<file path="src/rtl/cxu_initiator_if.sv">
// CXU initiator bundle: core request/result channel plus the cmd/rsp channel toward a CXU.
// The master side is the initiator; the slave side is the core and the responder it talks to.
interface cxu_initiator_if;
   logic        req_valid;
   logic        req_ready;
   logic [2:0]  req_function_id;
   logic [31:0] req_inputs_0;
   logic [31:0] req_inputs_1;
   logic [2:0]  req_state_id;
   logic [3:0]  req_cxu_id;

   logic        res_valid;
   logic        res_ready;
   logic [31:0] res_data;
   logic        res_error;

   logic        cmd_valid;
   logic        cmd_ready;
   logic [2:0]  cmd_payload_function_id;
   logic [31:0] cmd_payload_inputs_0;
   logic [31:0] cmd_payload_inputs_1;
   logic [2:0]  cmd_payload_state_id;
   logic [3:0]  cmd_payload_cxu_id;
   logic        cmd_payload_ready;

   logic        rsp_valid;
   logic        rsp_ready;
   logic [31:0] rsp_payload_outputs_0;
   logic        rsp_payload_ready;

   modport master (
      input  req_valid, req_function_id, req_inputs_0, req_inputs_1, req_state_id, req_cxu_id,
      input  res_ready, cmd_ready, rsp_valid, rsp_payload_outputs_0, rsp_payload_ready,
      output req_ready, res_valid, res_data, res_error, cmd_valid,
      output cmd_payload_function_id, cmd_payload_inputs_0, cmd_payload_inputs_1,
      output cmd_payload_state_id, cmd_payload_cxu_id, cmd_payload_ready, rsp_ready
   );

   modport slave (
      output req_valid, req_function_id, req_inputs_0, req_inputs_1, req_state_id, req_cxu_id,
      output res_ready, cmd_ready, rsp_valid, rsp_payload_outputs_0, rsp_payload_ready,
      input  req_ready, res_valid, res_data, res_error, cmd_valid,
      input  cmd_payload_function_id, cmd_payload_inputs_0, cmd_payload_inputs_1,
      input  cmd_payload_state_id, cmd_payload_cxu_id, cmd_payload_ready, rsp_ready
   );
endinterface

</file>
<file path="src/rtl/cxu_initiator.sv">
// CPU-side CXU initiator: one custom-instruction request at a time, cmd/rsp exchange with a
// CXU, result or timeout error back to the core. All handshake outputs come from registers.
module cxu_initiator #(
   parameter int unsigned TIMEOUT = 255
) (
   input logic            clk,
   input logic            reset,
   cxu_initiator_if.master bus
);
   typedef enum logic [1:0] {IDLE, ISSUE, WAIT, DONE} state_t;

   state_t      state;
   logic [15:0] count;
   logic        rsp_rdy;
   logic        expired;
   logic        unused_rsp_payload_ready;

   assign expired               = (count == 16'(TIMEOUT - 1));
   assign bus.rsp_ready         = rsp_rdy;
   assign bus.cmd_payload_ready = rsp_rdy;
   assign unused_rsp_payload_ready = bus.rsp_payload_ready;

   always_ff @(posedge clk or posedge reset) begin
      if (reset) begin
         state                       <= IDLE;
         count                       <= '0;
         bus.req_ready               <= 1'b1;
         bus.cmd_valid               <= 1'b0;
         rsp_rdy                     <= 1'b0;
         bus.res_valid               <= 1'b0;
         bus.res_error               <= 1'b0;
         bus.res_data                <= '0;
         bus.cmd_payload_function_id <= '0;
         bus.cmd_payload_inputs_0    <= '0;
         bus.cmd_payload_inputs_1    <= '0;
         bus.cmd_payload_state_id    <= '0;
         bus.cmd_payload_cxu_id      <= '0;
      end else begin
         case (state)
            IDLE: begin
               if (bus.req_valid) begin
                  bus.cmd_payload_function_id <= bus.req_function_id;
                  bus.cmd_payload_inputs_0    <= bus.req_inputs_0;
                  bus.cmd_payload_inputs_1    <= bus.req_inputs_1;
                  bus.cmd_payload_state_id    <= bus.req_state_id;
                  bus.cmd_payload_cxu_id      <= bus.req_cxu_id;
                  count                       <= '0;
                  state                       <= ISSUE;
                  bus.req_ready               <= 1'b0;
                  bus.cmd_valid               <= 1'b1;
                  rsp_rdy                     <= 1'b1;
               end
            end
            ISSUE, WAIT: begin
               count <= count + 16'd1;
               // A reply only completes in ISSUE together with cmd fire; alone it is spurious.
               // Completion is tested before expiry so a reply on the last cycle still wins.
               if (bus.rsp_valid && (state == WAIT || bus.cmd_ready)) begin
                  state         <= DONE;
                  bus.cmd_valid <= 1'b0;
                  rsp_rdy       <= 1'b0;
                  bus.res_valid <= 1'b1;
                  bus.res_data  <= bus.rsp_payload_outputs_0;
                  bus.res_error <= 1'b0;
               end else if (expired) begin
                  state         <= DONE;
                  bus.cmd_valid <= 1'b0;
                  rsp_rdy       <= 1'b0;
                  bus.res_valid <= 1'b1;
                  bus.res_data  <= '0;
                  bus.res_error <= 1'b1;
               end else if (state == ISSUE && bus.cmd_ready) begin
                  state         <= WAIT;
                  bus.cmd_valid <= 1'b0;
               end
            end
            DONE: begin
               if (bus.res_ready) begin
                  state         <= IDLE;
                  bus.res_valid <= 1'b0;
                  bus.req_ready <= 1'b1;
               end
            end
            default: state <= IDLE;
         endcase
      end
   end
endmodule

</file>
<file path="src/flat_wrapper.sv">
// flat-port wrapper written by rule: the top's interface ports become plain ports
module cxu_initiator_flat 
#(
   parameter int unsigned TIMEOUT = 255
)
  (clk, reset, bus_req_valid, bus_req_function_id, bus_req_inputs_0, bus_req_inputs_1, bus_req_state_id, bus_req_cxu_id, bus_res_ready, bus_cmd_ready, bus_rsp_valid, bus_rsp_payload_outputs_0, bus_rsp_payload_ready, bus_req_ready, bus_res_valid, bus_res_data, bus_res_error, bus_cmd_valid, bus_cmd_payload_function_id, bus_cmd_payload_inputs_0, bus_cmd_payload_inputs_1, bus_cmd_payload_state_id, bus_cmd_payload_cxu_id, bus_cmd_payload_ready, bus_rsp_ready);
  cxu_initiator_if bus_i ();
  input logic clk;
  input logic reset;
  input wire logic [$bits(bus_i.req_valid)-1:0] bus_req_valid;
  input wire logic [$bits(bus_i.req_function_id)-1:0] bus_req_function_id;
  input wire logic [$bits(bus_i.req_inputs_0)-1:0] bus_req_inputs_0;
  input wire logic [$bits(bus_i.req_inputs_1)-1:0] bus_req_inputs_1;
  input wire logic [$bits(bus_i.req_state_id)-1:0] bus_req_state_id;
  input wire logic [$bits(bus_i.req_cxu_id)-1:0] bus_req_cxu_id;
  input wire logic [$bits(bus_i.res_ready)-1:0] bus_res_ready;
  input wire logic [$bits(bus_i.cmd_ready)-1:0] bus_cmd_ready;
  input wire logic [$bits(bus_i.rsp_valid)-1:0] bus_rsp_valid;
  input wire logic [$bits(bus_i.rsp_payload_outputs_0)-1:0] bus_rsp_payload_outputs_0;
  input wire logic [$bits(bus_i.rsp_payload_ready)-1:0] bus_rsp_payload_ready;
  output wire logic [$bits(bus_i.req_ready)-1:0] bus_req_ready;
  output wire logic [$bits(bus_i.res_valid)-1:0] bus_res_valid;
  output wire logic [$bits(bus_i.res_data)-1:0] bus_res_data;
  output wire logic [$bits(bus_i.res_error)-1:0] bus_res_error;
  output wire logic [$bits(bus_i.cmd_valid)-1:0] bus_cmd_valid;
  output wire logic [$bits(bus_i.cmd_payload_function_id)-1:0] bus_cmd_payload_function_id;
  output wire logic [$bits(bus_i.cmd_payload_inputs_0)-1:0] bus_cmd_payload_inputs_0;
  output wire logic [$bits(bus_i.cmd_payload_inputs_1)-1:0] bus_cmd_payload_inputs_1;
  output wire logic [$bits(bus_i.cmd_payload_state_id)-1:0] bus_cmd_payload_state_id;
  output wire logic [$bits(bus_i.cmd_payload_cxu_id)-1:0] bus_cmd_payload_cxu_id;
  output wire logic [$bits(bus_i.cmd_payload_ready)-1:0] bus_cmd_payload_ready;
  output wire logic [$bits(bus_i.rsp_ready)-1:0] bus_rsp_ready;
  assign bus_i.req_valid = bus_req_valid;
  assign bus_i.req_function_id = bus_req_function_id;
  assign bus_i.req_inputs_0 = bus_req_inputs_0;
  assign bus_i.req_inputs_1 = bus_req_inputs_1;
  assign bus_i.req_state_id = bus_req_state_id;
  assign bus_i.req_cxu_id = bus_req_cxu_id;
  assign bus_i.res_ready = bus_res_ready;
  assign bus_i.cmd_ready = bus_cmd_ready;
  assign bus_i.rsp_valid = bus_rsp_valid;
  assign bus_i.rsp_payload_outputs_0 = bus_rsp_payload_outputs_0;
  assign bus_i.rsp_payload_ready = bus_rsp_payload_ready;
  assign bus_req_ready = bus_i.req_ready;
  assign bus_res_valid = bus_i.res_valid;
  assign bus_res_data = bus_i.res_data;
  assign bus_res_error = bus_i.res_error;
  assign bus_cmd_valid = bus_i.cmd_valid;
  assign bus_cmd_payload_function_id = bus_i.cmd_payload_function_id;
  assign bus_cmd_payload_inputs_0 = bus_i.cmd_payload_inputs_0;
  assign bus_cmd_payload_inputs_1 = bus_i.cmd_payload_inputs_1;
  assign bus_cmd_payload_state_id = bus_i.cmd_payload_state_id;
  assign bus_cmd_payload_cxu_id = bus_i.cmd_payload_cxu_id;
  assign bus_cmd_payload_ready = bus_i.cmd_payload_ready;
  assign bus_rsp_ready = bus_i.rsp_ready;
  cxu_initiator #(.TIMEOUT(TIMEOUT)) u_core (.clk(clk), .reset(reset), .bus(bus_i));
endmodule
</file>
<file path="config.mk">
export PLATFORM = sky130hd
export DESIGN_NAME = cxu_initiator_flat
export DESIGN_NICKNAME = d
export VERILOG_FILES = /design/src/rtl/cxu_initiator_if.sv /design/src/rtl/cxu_initiator.sv /design/src/flat_wrapper.sv
export SDC_FILE = /design/constraint.sdc
export NUM_CORES = 1
export LEC_CHECK = 0
export BUFFER_PORTS_ARGS = -buffer_cell sky130_fd_sc_hd__buf_2
export CORE_MARGIN = 2
export CORE_UTILIZATION = 35
export DETAILED_ROUTE_END_ITERATION = 8
export SYNTH_ARGS = -nofsm -noshare
export SYNTH_HDL_FRONTEND = slang
export SYNTH_SLANG_ARGS = --single-unit
</file>
<file path="constraint.sdc">
create_clock -name clk -period 9.1 [get_ports clk]
set_clock_uncertainty 0.15 [all_clocks]
set_input_delay 0.91 -clock clk [delete_from_list [all_inputs] [get_ports clk]]
set_output_delay 0.91 -clock clk [all_outputs]
set_load 0.005 [all_outputs]
</file>
==> results.md, run 1 <==
- Via-to-Cell Ratio: 4.83
- Slew headroom: 14.6%
- Count of H-tree levels built during CTS: 4
- Final Cell Area: 7070 um^2
- Clock-pin transition on the worst setup and hold timing paths: 0.06 ns
- Max-slew violation total from the final report: 0
- Count of nets after finishing: 718
- Via Count: 3837
- Total grt overflow: 0
- CP Capture Type: register
- Warnings from Yosys: 0
- Number of detailed-route iterations in the first pass: 4
- RSZ-0062 raised after global routing: no
- Effective utilization at floorplan: 35.9%
- Core Footprint: 14500 um^2
- Biggest area consumer among synthesized cells: sky130_fd_sc_hd__dfrtp_1
- Worst setup slack before clock tree synthesis: 5.84 ns
- Internal Pwr Total: 1.74 mW
- Number of global-route vias before repair: 3950
- Crit path arrival time: 3.19 ns
- Die span in y: 126 um
- Routed length on met2: 5.87 mm
- Synth top area cells: sky130_fd_sc_hd__dfrtp_1 61%, sky130_fd_sc_hd__mux2_2 16%, sky130_fd_sc_hd__a22o_1 5.4%
- Cells along the critical path: inv_1 -> ha_1 -> and2_1 -> a21oi_4 -> a22o_1
- Launch instance of the worst register-to-register path: u_core.state[1]
- Total Wirelength: 11.9 mm
- DRT iter0 DRCs: 192
- CTS tree: built
- Clock root buffer: sky130_fd_sc_hd__clkbuf_16
- Post-route DRC violation count: 0
- Post-layout minimum cycle time: 3.04 ns
- Outcome: completed
- Least-Margin Pin Slew: 1.28 ns
- Cell Rows: 44
- Total setup violations reported at the end of the flow: 0
- Final cell count without fillers: 795
- Critical Path Slowest Stage Cell: sky130_fd_sc_hd__and2_1
- Sequential cell fraction of total power: 38.4%
- Start point of the critical path: u_core.state[1]
- Max Clk Rate: 329 MHz
- Worst r2r path cells: 5
- Total chip power: 2.51 mW
- Worst reg-to-reg setup slack: 6.06 ns
- Number of flops mapped to enable cells by yosys: 0
- Cell count after synthesis: 376
- Antenna violations before repair: 0
- Placed Instance Area: 6470 um^2
- Critical path's largest stage delay: 1.05 ns
- Data required time at the worst endpoint: 9.24 ns
- Net switching power: 0.765 mW
- Number of buffers created by CTS: 17
- CTS hold repair buffers: 0
- Launching element type of the critical path: register
- Average cell area after synthesis: 13.9 um^2
- Port bufs: 223
- Area growth syn-to-layout: 35.7%
- Average wire per standard cell: 15.0 um
- Placer congestion estimate: 0.779
- Fin worst setup slack: 6.06 ns
- Async set-or-reset flop fraction in the synthesized netlist: 100%
- Die area: 15900 um^2
- Post-route clock period utilization: 33.4%
- Placed Cells incl. Taps: 763
- Number of flip-flops and latches in the synthesized netlist: 129
- Reg2Reg Capture Point: u_core.bus.res_data[8]
- Hold WC Path Type: register to register
- Number of I/O pins: 225
- Setup Crit Path Kind: register to register
- Cells resized by post-CTS repair: 0
- Antenna Violating Nets Remaining: 0
- Yosys cell types: 42
- Critical Path Sink: u_core.bus.res_data[8]
- First-pass GRT wire length: 19.4 mm
- Clock Sink Count: 129
- Worst hold slack: 0.341 ns
- Final cell utilization of the core: 48.7%
- Combinational share of power: 34.0%
- Portion of synthesized cell area occupied by the leading cell type: 61.4%
- Share of layout cells above drive strength 1: 55.0%
- Top fanout value on the critical path: 34
- Total power per unit cell area: 354 nW/um^2
- Total length of routed met3 wires: 700 um
- Mapped Nets: 496
- Max-cap violations: 0
- Setup fix buffers added after clock tree synthesis: 0
- Maximum number of pins on one net before global-route repair: 76
- Post-route met1 wirelength: 5.10 mm
- Fin. Hold Viols: 0
- Net switching fraction of the power: 30.5%
- Overall routing resource usage: 15.2%
- Final total negative setup slack: 0 ns
- Max rail drop VDD: 0.181 mV
- Buffer depth of the longest clock path: 2
- DIE WIDTH: 126 um
- Clock latency at the later pin of the worst-skew pair: 0.41 ns
- Leakage: 3.52 nW
- Top routing layer in use: met4
- Share of synthesized area occupied by flip-flops and latches: 61.9%
- Portion of total power attributed to the clock network: 27.6%
- Mapped cell area: 5210 um^2
- ANT cells: 0
- Sum of net half-perimeters after detailed placement: 8.33 mm
- Dominant register cell in the synthesized netlist: sky130_fd_sc_hd__dfrtp_1
cell type report:
cell class	count	area (um^2)
sequential	129	3230
clock inverter	12	156
fill	1319	7460
inverter	10	40.0
clock buffer	20	447
multi-input combinational	216	1850
tap	184	230
timing repair buffer	224	1120
state kept, by name, summed over array words and instances, names as in the netlist:
name                                flops
u_core.bus.cmd_payload_inputs_1        32
u_core.bus.res_data                    32
u_core.bus.cmd_valid                    1
u_core.bus.req_ready                    1
u_core.bus.cmd_payload_cxu_id           4
u_core.bus.cmd_payload_inputs_0        32
u_core.bus.res_error                    1
u_core.count                           16
u_core.bus.res_valid                    1
u_core.bus.cmd_payload_ready            1
u_core.bus.cmd_payload_state_id         3
u_core.state                            2
u_core.bus.cmd_payload_function_id      3
worst min-delay path by stage:
stage | start | to | slack [ns] | depth (start not counted)
detailed placement | u_core.bus.res_data[18] | u_core.bus.res_data[18] | 0.33 | 1
CTS | u_core.bus.res_data[23] | u_core.bus.res_data[23] | 0.35 | 1
global route | u_core.bus.cmd_payload_inputs_1[25] | u_core.bus.cmd_payload_inputs_1[25] | 0.36 | 1
floorplan | u_core.count[3] | u_core.count[3] | 0.33 | 1
finish | u_core.bus.res_data[0] | u_core.bus.res_data[0] | 0.34 | 1
global placement | u_core.bus.cmd_payload_inputs_0[25] | u_core.bus.cmd_payload_inputs_0[25] | 0.33 | 1
cells in the final DEF, fill, tap and decap left out, types with 9 or more instances in the layout:
master / instances
sky130_fd_sc_hd__nand2_1: 12
sky130_fd_sc_hd__inv_1: 9
sky130_fd_sc_hd__a21oi_1: 12
sky130_fd_sc_hd__o21ai_0: 11
sky130_fd_sc_hd__mux2_2: 75
sky130_fd_sc_hd__clkbuf_16: 17
sky130_fd_sc_hd__a22o_1: 32
sky130_fd_sc_hd__dfrtp_1: 128
sky130_fd_sc_hd__buf_2: 223
sky130_fd_sc_hd__or3_1: 9
cell usage after synthesis (7+ instances only):
cell type,number
sky130_fd_sc_hd__mux2_2,75
sky130_fd_sc_hd__a22o_1,32
sky130_fd_sc_hd__dfrtp_1,128
sky130_fd_sc_hd__inv_1,10
sky130_fd_sc_hd__a21oi_1,12
sky130_fd_sc_hd__or3_1,9
sky130_fd_sc_hd__nand3_1,7
sky130_fd_sc_hd__clkbuf_1,12
sky130_fd_sc_hd__ha_1,7
sky130_fd_sc_hd__nand2_1,13
sky130_fd_sc_hd__o21ai_0,11
sky130_fd_sc_hd__nor2_1,7
worst max-delay path: cells and delay by family, from the launching register on:
kind | cells | cell delay, ns
AND/OR/NAND/NOR | 1 | 1.05
flip-flops | 1 | 0.41
AO/OA/AOI/OAI | 2 | 0.65
buffers and inverters | 1 | 0.09
adder cells (fa/ha/maj) | 1 | 0.56
layer usage:
layer | up-vias | GRT usage [%]
met5 | - | 0
met4 | 0 | 5.95
met3 | 16 | 5.01
met2 | 121 | 24.6
met1 | 1897 | 19.0
li1 | 1803 | -
cells by family after synthesis:
family,Yosys count,share of synthesized area (%)
DFF,129,61.9
muxes,78,16.8
AOI/OAI and AO/OA,67,9.53
and+or+nand+nor,61,6.79
buffers and inverters,31,2.78
adders and majority gates,7,1.68
xor gates and xnor gates,3,0.504
power groups by stage:
stage          registers (mW)  clock network, mW  logic (mW)
3_5_place_dp            0.965                  0       0.873
4_1_cts                 0.963              0.710       0.872
5_1_grt                 0.998              0.737       0.947
3_3_place_gp            0.962                  0       0.851
6_report                0.963              0.693       0.851
2_1_floorplan           0.991                  0       0.483
Power figures use the tool's default switching activity.
==> run 2, diff against run 1 <==
- clock period: 9.1 -> 2.9 ns (I/O delays scaled with it)
==> results.md, run 2 (synthesized netlist as in run 1, its figures left out) <==
- Overall routing resource usage: 18.1%
- Max rail drop VDD: 0.532 mV
- Number of buffers created by CTS: 17
- Post-route clock period utilization: 89.5%
- Critical Path Slowest Stage Cell: sky130_fd_sc_hd__or4b_1
- Total power per unit cell area: 978 nW/um^2
- First-pass GRT wire length: 22.9 mm
- Placer congestion estimate: 0.792
- Max-slew violation total from the final report: 0
- CP Capture Type: register
- DIE WIDTH: 126 um
- Slew headroom: 41.3%
- Biggest registers after layout: u_core.bus.cmd_payload_inputs_0 (32), u_core.bus.cmd_payload_inputs_1 (32), u_core.bus.res_data (32)
- Final cell count without fillers: 907
- Most common cell after layout, fill and taps aside: sky130_fd_sc_hd__buf_2
- Number of global-route vias before repair: 4639
- Post-layout minimum cycle time: 2.59 ns
- Count of nets after finishing: 830
- Average wire per standard cell: 15.4 um
- Via-to-Cell Ratio: 4.76
- Outcome: completed
- Hold WC Path Type: primary input to register
- Effective utilization at floorplan: 35.9%
- Leakage: 3.98 nW
- Hold Path Depth: 5
- Least-Margin Pin Slew: 0.877 ns
- Max-cap violations: 0
- Met2 Track Usage GR: 31.2%
- Core Footprint: 14500 um^2
- Area growth syn-to-layout: 57.2%
- Die span in y: 126 um
- Met3 usage in global routing: 4.93%
- Die area: 15900 um^2
- CTS tree: built
- Clock root buffer: sky130_fd_sc_hd__clkbuf_16
- Total grt overflow: 0
- Post-route DRC violation count: 0
- Crit path arrival time: 2.78 ns
- Number of I/O pins: 225
- Total Wirelength: 13.9 mm
- Max Clk Rate: 385 MHz
- Global routing usage on met1: 20.6%
- Clock latency at the later pin of the worst-skew pair: 0.41 ns
- Data required time at the worst endpoint: 3.08 ns
- Critical path's largest stage delay: 0.69 ns
- Final total negative setup slack: 0 ns
- DRT iter0 DRCs: 173
- Via Count: 4316
- Setup Crit Path Kind: register to register
- Setup fix buffers added after clock tree synthesis: 0
- Top fanout value on the critical path: 12
- ANT cells: 0
- Share of layout cells above drive strength 1: 47.0%
- Antenna Violating Nets Remaining: 0
- Total setup violations reported at the end of the flow: 0
- Clock-pin transition on the worst setup and hold timing paths: 0.06 ns
- Fin. Hold Viols: 0
- Sum of net half-perimeters after detailed placement: 8.88 mm
- RSZ-0062 raised after global routing: no
- Worst r2r path cells: 6
- Buffer depth of the longest clock path: 2
- Antenna violations before repair: 0
- Number of detailed-route iterations in the first pass: 4
- Clock Sink Count: 129
- Most frequent cells in the layout: 223 x sky130_fd_sc_hd__buf_2, 128 x sky130_fd_sc_hd__dfrtp_1, 108 x sky130_fd_sc_hd__dlygate4sd3_1
- Cells along the critical path: inv_1 -> ha_1 -> nor2b_1 -> or4b_1 -> or4_1 -> a21oi_1
- Cell Rows: 44
- Port bufs: 223
- Most heavily used metal layer in global routing: met2
- Launching element type of the critical path: register
- Count of H-tree levels built during CTS: 4
- Placed Cells incl. Taps: 767
- Maximum number of pins on one net before global-route repair: 76
==> run 2: worst max-delay path: cells and delay by family (launching register included) <==
kind,cells,cell delay (ns)
AND/OR/NAND/NOR,3,1.42
flip-flops,1,0.40
adder cells (fa/ha/maj),1,0.28
AO/OA/AOI/OAI,1,0.15
buffers and inverters,1,0.10
==> run 2: worst paths after layout <==
check                                   startpoint                                  end  slack (ns)
max in group asynchronous                    reset               u_core.bus.res_data[9]        1.47
hold / removal                       bus_cmd_ready                 u_core.bus.cmd_valid        0.22
setup / recovery                   u_core.state[0]                     u_core.count[13]        0.31
min in group asynchronous                    reset  u_core.bus.cmd_payload_inputs_1[20]        0.28
setup reg to reg                   u_core.state[0]                     u_core.count[13]        0.31
hold reg to reg            u_core.bus.res_data[13]              u_core.bus.res_data[13]        0.34
==> run 2: layout make-up <==
type / count / area, um^2
flip-flops and latches: 129 / 3230
clock buffers: 25 / 515
multi-input cells: 216 / 1850
inverters: 10 / 41.3
fillers: 1191 / 6340
well taps: 184 / 230
clock inverters: 7 / 73.8
repair buffers: 336 / 2260
==> run 2: routing by layer <==
metal	vias up	routed length, um
met4	0	423
li1	2034	-
met1	2097	5510
met3	36	700
met2	149	7310
met5	-	0
==> run 2: through the flow <==
stage               setup WS [ns]  util [%]  cell area, um^2  hold WS [ns]  total power, mW
finish                      0.306      56.4             8200         0.216             8.02
global route                0.138      56.4             8200         0.235             8.54
CTS                         0.293      56.4             8200         0.183             8.07
detailed placement          0.312      44.9             6530         0.163             5.82
global placement            0.375      44.9             6530         0.148             5.72
floorplan                   0.577         -             5220         0.280             4.62
==> run 2: timing repair <==
| action | in CTS | in global routing |
|---|---|---|
| setup endpoints to repair | 0 | 0 |
| hold buffers | 108 | 0 |
| resized for setup | 0 | 0 |
| endpoints found under the hold margin | 122 | 0 |
==> run 2: power breakdown <==
group	switching [mW]	leakage, nW	internal [mW]
sequential	0.434	1.58	2.62
combinational	1.29	2.13	1.58
clock	0.768	0.278	1.32
total	2.50	3.98	5.52
==> run 3, diff against run 2 <==
==> constraint.sdc (replaced) <==
create_clock -name clk -period 2.9 [get_ports clk]
set_clock_uncertainty 0.15 [all_clocks]
set_input_delay 0 -clock clk [delete_from_list [all_inputs] [get_ports clk]]
set_output_delay 0 -clock clk [all_outputs]
set_load 0.005 [all_outputs]
==> results.md, run 3 (synthesized netlist as in run 1, its figures left out) <==
- ANT cells: 0
- Setup Crit Path Kind: register to register
- Share of layout cells above drive strength 1: 47.3%
- Post-layout minimum cycle time: 2.63 ns
- Antenna violations before repair: 0
- Routed length on met2: 7.33 mm
- DRT iter0 DRCs: 256
- First-pass GRT wire length: 22.9 mm
- Cells resized by post-CTS repair: 0
- CP Capture Type: register
- Buffer depth of the longest clock path: 2
- Data required time at the worst endpoint: 3.07 ns
- Average wire per standard cell: 15.4 um
- Number of global-route vias before repair: 4653
- Top fanout value on the critical path: 12
- Top routing layer in use: met4
- Least-Margin Pin Slew: 0.871 ns
- Most common cell after layout, fill and taps aside: sky130_fd_sc_hd__buf_2
- Post-route met1 wirelength: 5.74 mm
- Biggest registers after layout: u_core.bus.cmd_payload_inputs_0 (32), u_core.bus.cmd_payload_inputs_1 (32), u_core.bus.res_data (32)
- RSZ-0062 raised after global routing: no
- Sum of net half-perimeters after detailed placement: 8.80 mm
- Final cell count without fillers: 913
- Count of nets after finishing: 836
- Number of I/O pins: 225
- Max rail drop VDD: 0.635 mV
- Clock latency at the later pin of the worst-skew pair: 0.41 ns
- Max Clk Rate: 380 MHz
- Final total negative setup slack: 0 ns
- Outcome: completed
- Launching element type of the critical path: register
- Crit path arrival time: 2.80 ns
- Number of buffers created by CTS: 17
- Clock root buffer: sky130_fd_sc_hd__clkbuf_16
- Total Wirelength: 14.1 mm
- Clock-pin transition on the worst setup and hold timing paths: 0.06 ns
- Placed Instance Area: 6550 um^2
- Area of combinational cells with multiple inputs: 1850 um^2
- Leakage: 4.06 nW
- Fin worst setup slack: 0.272 ns
- Total setup violations reported at the end of the flow: 0
- Worst setup slack before clock tree synthesis: 0.320 ns
- Count of H-tree levels built during CTS: 4
- Number of detailed-route iterations in the first pass: 6
- Post-route clock period utilization: 90.6%
- Cell Rows: 44
- Slew headroom: 41.8%
- Core Footprint: 14500 um^2
- Die area: 15900 um^2
- Max-cap violations: 0
- Total power per unit cell area: 1010 nW/um^2
- Antenna Violating Nets Remaining: 0
- Layout fillers: 1167
- Clock Sink Count: 129
- Maximum number of pins on one net before global-route repair: 77
- Placer congestion estimate: 0.787
- DIE WIDTH: 126 um
- Final Cell Area: 8340 um^2
- Most frequent cells in the layout: 223 x sky130_fd_sc_hd__buf_2, 128 x sky130_fd_sc_hd__dfrtp_1, 111 x sky130_fd_sc_hd__dlygate4sd3_1
- Fin. Hold Viols: 0
- Area taken by flip-flops and latches: 3230 um^2
- Die span in y: 126 um
- Port bufs: 223
- Via Count: 4356
- Effective utilization at floorplan: 35.9%
- CTS tree: built
- Total grt overflow: 0
- Overall routing resource usage: 18.0%
- Post-route DRC violation count: 0
- Via-to-Cell Ratio: 4.77
- Final cell utilization of the core: 57.4%
- Hold WC Path Type: primary input to register
- Placed Cells incl. Taps: 770
- Max-slew violation total from the final report: 0
- Area growth syn-to-layout: 60.0%
- Total length of routed met3 wires: 657 um
- Setup fix buffers added after clock tree synthesis: 0
==> run 3: cell count changes in the layout (fill, tap and decap cells not counted), sizes merged <==
cell	delta
bufinv	+5
clkinv	+2
inv	+1
clkbuf	-6
dlygate4sd3	+3
clkinvlp	-2
buf	+3
==> run 3: through the flow <==
step,hold slack (ns),power [mW]
2_1_floorplan,-0.0101,4.62
3_3_place_gp,-0.0583,5.74
3_5_place_dp,-0.0516,5.83
4_1_cts,0.0218,8.46
5_1_grt,0.102,8.91
6_report,0.0418,8.40
==> run 3: report_power, final <==
group	internal, mW	switching (mW)
Combinational	1.60	1.29
Sequential	2.62	0.424
Clock	1.66	0.810
==> run 3: path summary, 6_finish.rpt <==
kind,start,endpoint,slack (ns),depth (start not counted)
setup reg to reg,u_core.state[0],u_core.count[15],0.27,6
max in group asynchronous,reset,u_core.bus.req_ready,1.75,4
min in group asynchronous,reset,u_core.bus.cmd_payload_inputs_1[9],0.05,3
setup / recovery,u_core.state[0],u_core.count[15],0.27,6
hold reg to reg,u_core.bus.cmd_payload_ready,u_core.bus.cmd_payload_ready,0.34,1
hold / removal,bus_req_valid,u_core.count[1],0.04,5
==> run 3: area by class of cell <==
type / instances / share of cell area [%]
repair buffers: 342 / 27.7
clock inverters: 13 / 2.77
well taps: 184 / 2.76
clock buffers: 19 / 5.43
multi-input cells: 216 / 22.1
inverters: 10 / 0.495
flip-flops and latches: 129 / 38.7
==> run 3: worst max-delay path, cell delays in order (launching register included) <==
cell,delay (ns)
sky130_fd_sc_hd__dfrtp_1,0.41
sky130_fd_sc_hd__inv_1,0.10
sky130_fd_sc_hd__ha_1,0.29
sky130_fd_sc_hd__nor2b_1,0.20
sky130_fd_sc_hd__or4b_1,0.68
sky130_fd_sc_hd__or4_1,0.55
sky130_fd_sc_hd__a21oi_1,0.16
==> run 3: routing by layer <==
metal	vias to the layer above	global-route usage, %
met5	-	0
met4	0	8.53
met3	29	4.21
met2	140	31.1
met1	2145	21.2
li1	2042	-
==> run 3: timing repair <==
| item | CTS | global route |
|---|---|---|
| hold buffers | 111 | 0 |
| setup endpoints to repair | 0 | 0 |
| endpoints found under the hold margin | 134 | 0 |
